[src/rtl/gray_decode_monitor.sv]
// Decodes a stream of Gray codes to binary, classifies each step against the previous code
// (up / down / repeat / non-adjacent), and keeps a saturating count of non-adjacent steps.
module gray_decode_monitor #(
  parameter int W  = 3,
  parameter int CW = 8
) (
  input  logic          clk,
  input  logic          reset,
  input  logic          in_valid,
  output logic          in_ready,
  input  logic [W-1:0]  in_gray,
  output logic          out_valid,
  input  logic          out_ready,
  output logic [W-1:0]  out_bin,
  output logic          out_up,
  output logic          out_down,
  output logic          out_rep,
  output logic          adj_err,
  output logic [CW-1:0] err_count,
  input  logic          clear
);

  typedef enum logic {NOREF, TRACK} state_t;

  function automatic logic [W-1:0] gray2bin(input logic [W-1:0] g);
    logic [W-1:0] b;
    b[W-1] = g[W-1];
    for (int i = W - 2; i >= 0; i--) begin
      b[i] = b[i+1] ^ g[i];
    end
    return b;
  endfunction

  function automatic logic [CW-1:0] sat_inc(input logic [CW-1:0] c);
    return (&c) ? c : c + 1'b1;
  endfunction

  state_t        state, state_nxt;
  logic [W-1:0]  prev_gray, prev_gray_nxt;
  logic [W-1:0]  diff, dec_bin, prev_inc;
  logic          accept, one_bit;
  logic          vld_nxt, up_nxt, down_nxt, rep_nxt, err_nxt;
  logic [W-1:0]  bin_nxt;
  logic [CW-1:0] cnt_nxt;

  assign in_ready = !out_valid || out_ready;
  assign accept   = in_valid && in_ready;
  assign diff     = in_gray ^ prev_gray;
  assign one_bit  = (diff != '0) && ((diff & (diff - 1'b1)) == '0);
  assign dec_bin  = gray2bin(in_gray);
  assign prev_inc = gray2bin(prev_gray) + 1'b1;

  always_comb begin
    state_nxt     = state;
    prev_gray_nxt = prev_gray;
    vld_nxt       = out_valid && !out_ready;
    bin_nxt       = out_bin;
    up_nxt        = out_up;
    down_nxt      = out_down;
    rep_nxt       = out_rep;
    err_nxt       = adj_err;
    cnt_nxt       = err_count;
    if (accept) begin
      vld_nxt       = 1'b1;
      bin_nxt       = dec_bin;
      up_nxt        = 1'b0;
      down_nxt      = 1'b0;
      rep_nxt       = 1'b0;
      err_nxt       = 1'b0;
      prev_gray_nxt = in_gray;
      state_nxt     = TRACK;
      // A clear in the accept cycle turns this sample into a fresh reference.
      if (state == TRACK && !clear) begin
        if (diff == '0) begin
          rep_nxt = 1'b1;
        end else if (one_bit) begin
          up_nxt   = (dec_bin == prev_inc);
          down_nxt = (dec_bin != prev_inc);
        end else begin
          err_nxt = 1'b1;
          cnt_nxt = sat_inc(err_count);
        end
      end
    end
    if (clear) begin
      cnt_nxt = '0;
      if (!accept) state_nxt = NOREF;
    end
  end

  // Output stage: holds the decoded sample until the consumer takes it.
  always_ff @(posedge clk or posedge reset) begin
    if (reset) begin
      state     <= NOREF;
      prev_gray <= '0;
      out_valid <= 1'b0;
      out_bin   <= '0;
      out_up    <= 1'b0;
      out_down  <= 1'b0;
      out_rep   <= 1'b0;
      adj_err   <= 1'b0;
      err_count <= '0;
    end else begin
      state     <= state_nxt;
      prev_gray <= prev_gray_nxt;
      out_valid <= vld_nxt;
      out_bin   <= bin_nxt;
      out_up    <= up_nxt;
      out_down  <= down_nxt;
      out_rep   <= rep_nxt;
      adj_err   <= err_nxt;
      err_count <= cnt_nxt;
    end
  end

endmodule

[config.mk]
export PLATFORM = sky130hd
export DESIGN_NAME = gray_decode_monitor
export DESIGN_NICKNAME = d
export VERILOG_FILES = /design/src/rtl/gray_decode_monitor.sv
export SDC_FILE = /design/constraint.sdc
export NUM_CORES = 1
export LEC_CHECK = 0
export ABC_AREA = 1
export BUFFER_PORTS_ARGS = -buffer_cell sky130_fd_sc_hd__buf_2
export CORE_AREA = 3 3 61 63
export DETAILED_ROUTE_END_ITERATION = 8
export DIE_AREA = 0 0 64 66
export GPL_TIMING_DRIVEN = 0
export PLACE_DENSITY = 0.59
export SKIP_LAST_GASP = 1
export SLEW_MARGIN = 20
export SYNTH_ARGS = -nofsm -noshare
export SYNTH_HDL_FRONTEND = slang
export SYNTH_SLANG_ARGS = --single-unit
export TNS_END_PERCENT = 1
[constraint.sdc]
create_clock -name clk -period 1.7 [get_ports clk]
set_input_delay 0.51 -clock clk [delete_from_list [all_inputs] [get_ports clk]]
set_output_delay 0.51 -clock clk [all_outputs]
set_load 0.05 [all_outputs]
* Word-level counts from Yosys, hierarchy flattened
Cells that the tools add are included.
Operators by class: bitwise logic cells 6, mux-type cells 21, $add $sub $neg 3, equal/unequal tests 5, reduce and logical (&&, ||, !) cells 15
Operators with widths (count):
- 8-bit 2-to-1 mux | 6
- 1-bit 2-to-1 mux | 15
- 8-bit by 1-bit adder with 8-bit output, second input constant | 1
- 8-bit AND reduction | 1
- 3-bit zero test | 2
- 2-bit inequality test, second input constant | 3
- 5-bit AND reduction | 1
- 1-bit logical AND | 4
- 2-bit nonzero test | 2
- 1-bit XOR | 4
- 3-bit by 1-bit adder with 3-bit output, second input constant | 1
- 3-bit bitwise AND | 1
- 3-bit equality test | 1
- 1-bit zero test | 3
- 3-bit inequality test | 1
- 3-bit nonzero test | 1
- 3-bit by 1-bit subtractor with 3-bit output, second input constant | 1
- 3-bit XOR | 1
- 1-bit logical OR | 1
Storage, ports and cells: logic and storage cells 59, register bits after elaboration 20, output and inout port bits 17, bits of input ports 8

* Logic depth before layout (Yosys ltp)
Gate-level depths: netlist (run 1).
depth after elaboration 10, mapped depth 11, mapped depth without buffers 10

* Worst setup path after synthesis (run 1)
No wires, ideal clock.
kind reg-to-reg, start point reg err_count[1], end point reg err_count[0], required time 1.581 ns, buffers on the path 0, stages on the path, launching flop included 9, period minus slack after synthesis 1.683 ns, setup time 0.119 ns, path slack 0.017 ns, arrival 1.564 ns, cell sequence dfrtp_1 > ha_1 > nand3_2 > nor2_4 > nand3_4 > clkinv_2 > nor2_8 > nand3_1 > nand2_1
On the way: cells in the longest elaborated chain, start to end 3
RTL lines:
- start: declaration | RTL line 19 | output logic [CW-1:0] err_count,
- start signal: assignment | RTL line 112 | err_count <= cnt_nxt;
- 8-bit AND reduction | RTL line 35 | return (&c) ? c : c + 1'b1;
- 2-bit inequality test (no source line)
- 5-bit AND reduction (no source line)
Every way passes these cells. A chain may end at the register's enable or synchronous reset.

* Worst setup path after layout (run 1)
start point reg err_count[4], end point out err_count[4]
No word-level cell between the ends.

==> results of run 1 <==
==> Yosys cell counts <==
| cell type | n | area, µm² |
|---|---|---|
| nor2_1 | 1 | 3.75 |
| nor3_2 | 1 | 10.0 |
| buf_4 | 1 | 7.51 |
| clkbuf_1 | 1 | 3.75 |
| nand3_2 | 1 | 10.0 |
| nand3_1 | 22 | 110 |
| nor2_4 | 2 | 22.5 |
| inv_1 | 20 | 75.1 |
| clkinv_2 | 1 | 5.00 |
| nor2_8 | 1 | 20.0 |
| nor2_2 | 2 | 12.5 |
| nand2_4 | 2 | 22.5 |
| dfrtp_1 | 19 | 475 |
| o21ai_0 | 8 | 40.0 |
| xor2_1 | 5 | 43.8 |
| inv_2 | 3 | 11.3 |
| nand3_4 | 3 | 52.6 |
| nand4_1 | 3 | 18.8 |
| ha_1 | 1 | 12.5 |
| buf_2 | 3 | 15.0 |
| o21bai_1 | 1 | 7.51 |
| xnor2_1 | 2 | 17.5 |
| nand2_1 | 62 | 233 |
| nand2_2 | 8 | 50.1 |
==> final cells by class <==
type                    instances  area (µm²)
flip-flops and latches         19         477
clock buffers                   4        26.3
inverters                      24        91.3
well taps                      46        57.6
multi-input cells             125         687
fillers                       345        1800
plain buffers                   5        26.3
repair buffers                 23         115
==> path summary, 6_finish.rpt <==
| check | slack, ps | cells past startpoint | startpoint | endpoint |
|---|---|---|---|---|
| max in group asynchronous | 860 | 2 | reset | err_count[3] |
| hold / removal | 330 | 2 | reset | err_count[4] |
| setup reg to reg | 330 | 8 | err_count[0] | err_count[7] |
| setup / recovery | 110 | 1 | err_count[4] | err_count[4] |
| hold reg to reg | 490 | 2 | out_down | out_down |
| min in group clk | 420 | 3 | in_valid | out_valid |
==> routing by layer <==
layer,track usage,vias up
li1,-,593
met1,0.182,533
met2,0.252,18
met3,0.0221,4
met4,0.0647,0
met5,0,-
==> stage by stage <==
stage                     area [µm²]  power [mW]  instances  hold slack, ps  utilization
after floorplan                 1280       0.803        173             461            -
after global placement          1450       0.872        242             465        0.442
after detailed placement        1450       0.879        242             462        0.442
after CTS                       1480        1.12        246             342        0.450
after global routing            1480        1.18        246             396        0.451
final                           1480        1.10        246             327        0.451
==> kinds of logic (layout without fill, tap and decap cells) <==
kind of cell | count (synthesis) | after routing | synth area share
AOI/OAI and AO/OA | 9 | 9 | 0.0371
xor gates and xnor gates | 7 | 7 | 0.0479
adders and majority gates | 1 | 1 | 0.00977
buffers and inverters | 29 | 56 | 0.0919
DFF | 19 | 19 | 0.371
and+or+nand+nor | 108 | 108 | 0.442
==> what timing repair did <==
item / CTS / global route
setup buffers: 0 / 0
endpoints found under the setup margin: 0 / 1
gates resized for setup: 0 / 1
hold endpoints to repair: 0 / 0
==> where the power goes <==
part           leakage (nW)  internal, mW  total, mW  switching, mW
clock                0.0150        0.0914      0.234          0.143
sequential            0.248         0.482      0.506         0.0245
combinational         0.584         0.102      0.363          0.260
==> impl_metrics.yaml, run 1 <==
detailed_routing:
  topRoutingLayerUsed: "met4"
  route.met3.wl_um: 97
  route.met2.wl_mm: 1.30
  routed-via-count: 1148
  vias_per_cell: 4.67
  drt-total-wl_mm: 2.71
  route.detailed.drc: 0
  ant_nets: 0
  initialDrtViolationCount: 91
  dr.pass1.iters: 6
  wl_met1_mm: 1.28
  routedWlPerCell_um: 11.0
grt:
  grt_pass1_vias: 1094
  grt_usage: 0.147
  grt_max_degree: 20
  grt_pass1_wl_mm: 4.91
  grt.overflow.total: 0
  antenna_found_initial: 0
synthesis:
  netlist_instances: 173
  synth_cell_types: 24
  ys_seq_area_frac: 0.371
  ys_ff_latch: 19
  postSynthAreaPerCell_um2: 7.40
  synth_nets: 182
  yosysWarnings: 0
  netlist_area_um2: 1280
clocking:
  insertion_delay_ps: 300
  cts.path.max_buffers: 2
  cts.clk_slew.worst_paths_ps: 110
  cts_root_buffer: "clkbuf_4"
  cts_tree: "yes"
  cts_made_buffers: 3
  cts_max_level: 1
  cts.sinks: 19
  cts_hold_buf: 0
placement:
  port_buffers: 23
  dp_hpwl_mm: 2.11
  pre_cts_ws_ps: 139
  routabilityCongestion: 0.827
timing:
  slew_headroom: 0.493
  rsz0062_at_grt: "false"
  setup_viol: 0
  fmax_ghz: 0.631
  fin_crit_ps: 1590
  finalCritPeriodShare: 0.933
  skew_ps: 3.81
  slew_viol_final: 0
  final-hold-violation-count: 0
  setup_slack_ps: 115
  worstMarginPinSlew_ps: 759
  tns_ps: 0
floorplan:
  coreArea_um2: 3280
  die-width_um: 64
  die_h_um: 66
  initial_core_util: 0.390
  die_area_um2: 4220
  num_rows: 21
  pin_count: 25
layout:
  layout_common_cells: "62 x nand2_1, 26 x buf_2, 22 x nand3_1"
  reg_top3: "err_count x8, out_bin x3, prev_gray x2"
  diodes: 0
  drive_gt1_frac: 0.275
  top_register: "err_count"
  syn2layout_area_growth_pct: 15.6
  nNetsFinal: 210
  largest_reg_flops: 8
  layout_commonest_cell: "nand2_1"
power:
  worst_ir_drop_vdd_mv: 0.352
  leakage_nw: 0.847
  powerDensity_nw_per_um2: 745
worst_setup_path:
  slowest_delay_ps: 470
  critPathMaxFanout: 6
  crit_type: "register to output pin"
  crit_arrival_ps: 1080
  crit_family: "flip-flops"
  slowest_stage: "dfrtp_1"
  endpoint_kind: "output pin"
  critPathBufInv: 1
  start_kind: "register"
  worstPathRequired_ps: 1190
  crit_chain: "buf_2"
worst_hold_path:
  hold_class: "input pin to asynchronous set/reset pin"
run:
  cap_viol_max_count: 0
run_status:
  status: "finished, final reports clean"
Note: power is estimated with default switching activity, not from simulation.
==> run 2: changes to the inputs <==
--- a/config.mk
+++ b/config.mk
@@ -7,9 +7,9 @@
 export LEC_CHECK = 0
 export ABC_AREA = 1
 export BUFFER_PORTS_ARGS = -buffer_cell sky130_fd_sc_hd__buf_2
-export CORE_AREA = 3 3 61 63
+export CORE_AREA = 3 3 55 70
 export DETAILED_ROUTE_END_ITERATION = 8
-export DIE_AREA = 0 0 64 66
+export DIE_AREA = 0 0 58 73
 export GPL_TIMING_DRIVEN = 0
 export PLACE_DENSITY = 0.59
 export SKIP_LAST_GASP = 1
==> impl_metrics.yaml, run 2 (synthesis gave the netlist of run 1 again) <==
run_status:
  status: "finished, final reports clean"
detailed_routing:
  drt-total-wl_mm: 2.84
  routed-via-count: 1158
  initialDrtViolationCount: 31
  route.detailed.drc: 0
  routedWlPerCell_um: 12.0
  vias_per_cell: 4.89
  ant_nets: 0
  dr.pass1.iters: 4
worst_setup_path:
  worstRegToRegCells: 8
  crit_family: "flip-flops"
  start_kind: "register"
  crit_cells: 1
  critPathMaxFanout: 7
  slowest_stage: "dfrtp_1"
  crit_chain: "buf_2"
  endpoint_kind: "output pin"
  critPathBufInv: 1
  crit_arrival_ps: 1040
  crit_type: "register to output pin"
  slowest_delay_ps: 480
  worstPathRequired_ps: 1190
timing:
  fin_crit_ps: 1550
  worstMarginPinSlew_ps: 730
  slew_headroom: 0.513
  setup_viol: 0
  tns_ps: 0
  slew_viol_final: 0
  skew_ps: 2.07
  finalCritPeriodShare: 0.913
  rsz0062_at_grt: "false"
  final-hold-violation-count: 0
  fmax_ghz: 0.644
grt:
  grt_pass1_wl_mm: 5.22
  antenna_found_initial: 0
  grt_pass1_vias: 1211
  grt_usage: 0.154
  grt_max_degree: 20
  grt.overflow.total: 0
floorplan:
  die-width_um: 58
  coreArea_um2: 3220
  initial_core_util: 0.397
  pin_count: 25
  num_rows: 23
  die_h_um: 73
  die_area_um2: 4230
layout:
  reg_top3: "err_count x8, out_bin x3, prev_gray x2"
  largest_reg_flops: 8
  layout_commonest_cell: "nand2_1"
  diodes: 0
  nNetsFinal: 210
  layout_common_cells: "62 x nand2_1, 26 x buf_2, 22 x nand3_1"
  top_register: "err_count"
  drive_gt1_frac: 0.270
  syn2layout_area_growth_pct: 16.1
  fin_util: 0.461
placement:
  port_buffers: 23
  routabilityCongestion: 0.827
  dp_hpwl_mm: 2.30
clocking:
  cts_max_level: 1
  cts.clk_slew.worst_paths_ps: 70
  cts_made_buffers: 3
  cts_root_buffer: "clkbuf_8"
  post_cts_buffers: 0
  cts_tree: "yes"
  cts.path.max_buffers: 2
  insertion_delay_ps: 250
  cts_hold_buf: 0
  cts.repair.resized: 0
  cts.sinks: 19
power:
  worst_ir_drop_vdd_mv: 0.432
  powerDensity_nw_per_um2: 797
  leakage_nw: 0.856
run:
  cap_viol_max_count: 0
worst_hold_path:
  hold_class: "input pin to asynchronous set/reset pin"
## run 2: final timing paths
| path | to | start | slack, ps |
|---|---|---|---|
| max | err_count[3] | err_count[3] | 150 |
| min in group clk | out_valid | in_valid | 470 |
| min | out_valid | reset | 370 |
| min reg2reg | out_bin[1] | out_bin[1] | 480 |
| max reg2reg | err_count[6] | err_count[0] | 290 |
| max in group asynchronous | err_count[3] | reset | 870 |
## run 2: metal layers
| layer | global-route usage | share of wire | vias to the layer above |
|---|---|---|---|
| met5 | 0 | 0 | - |
| met4 | 0.0644 | 0.014 | 0 |
| met3 | 0.0159 | 0.018 | 5 |
| met2 | 0.308 | 0.57 | 13 |
| met1 | 0.157 | 0.39 | 547 |
| li1 | - | - | 593 |
## run 2: final cells by class
cell class / instances / area, µm²
tap: 37 / 46.3
clock buffer: 4 / 45.0
sequential: 19 / 475
buffer: 5 / 26.3
multi-input combinational: 125 / 687
timing repair buffer: 23 / 115
fill: 353 / 1740
inverter: 24 / 91.3
## run 2: where the power goes
group          leakage [nW]  total, mW  internal (mW)  switching, mW
combinational         0.584      0.363          0.102          0.261
clock                0.0228      0.313          0.167          0.147
sequential            0.250      0.508          0.482         0.0258
total                 0.856       1.18          0.751          0.433
## run 2: metrics by stage
stage	power [mW]	instance area [µm²]	setup WS (ps)	hold WS [ps]	cells
2_1_floorplan	0.803	1280	17.1	461	173
3_3_place_gp	0.873	1440	152	465	233
3_5_place_dp	0.883	1440	117	469	233
4_1_cts	1.20	1490	129	398	237
5_1_grt	1.26	1490	102	429	237
6_report	1.18	1490	148	367	237
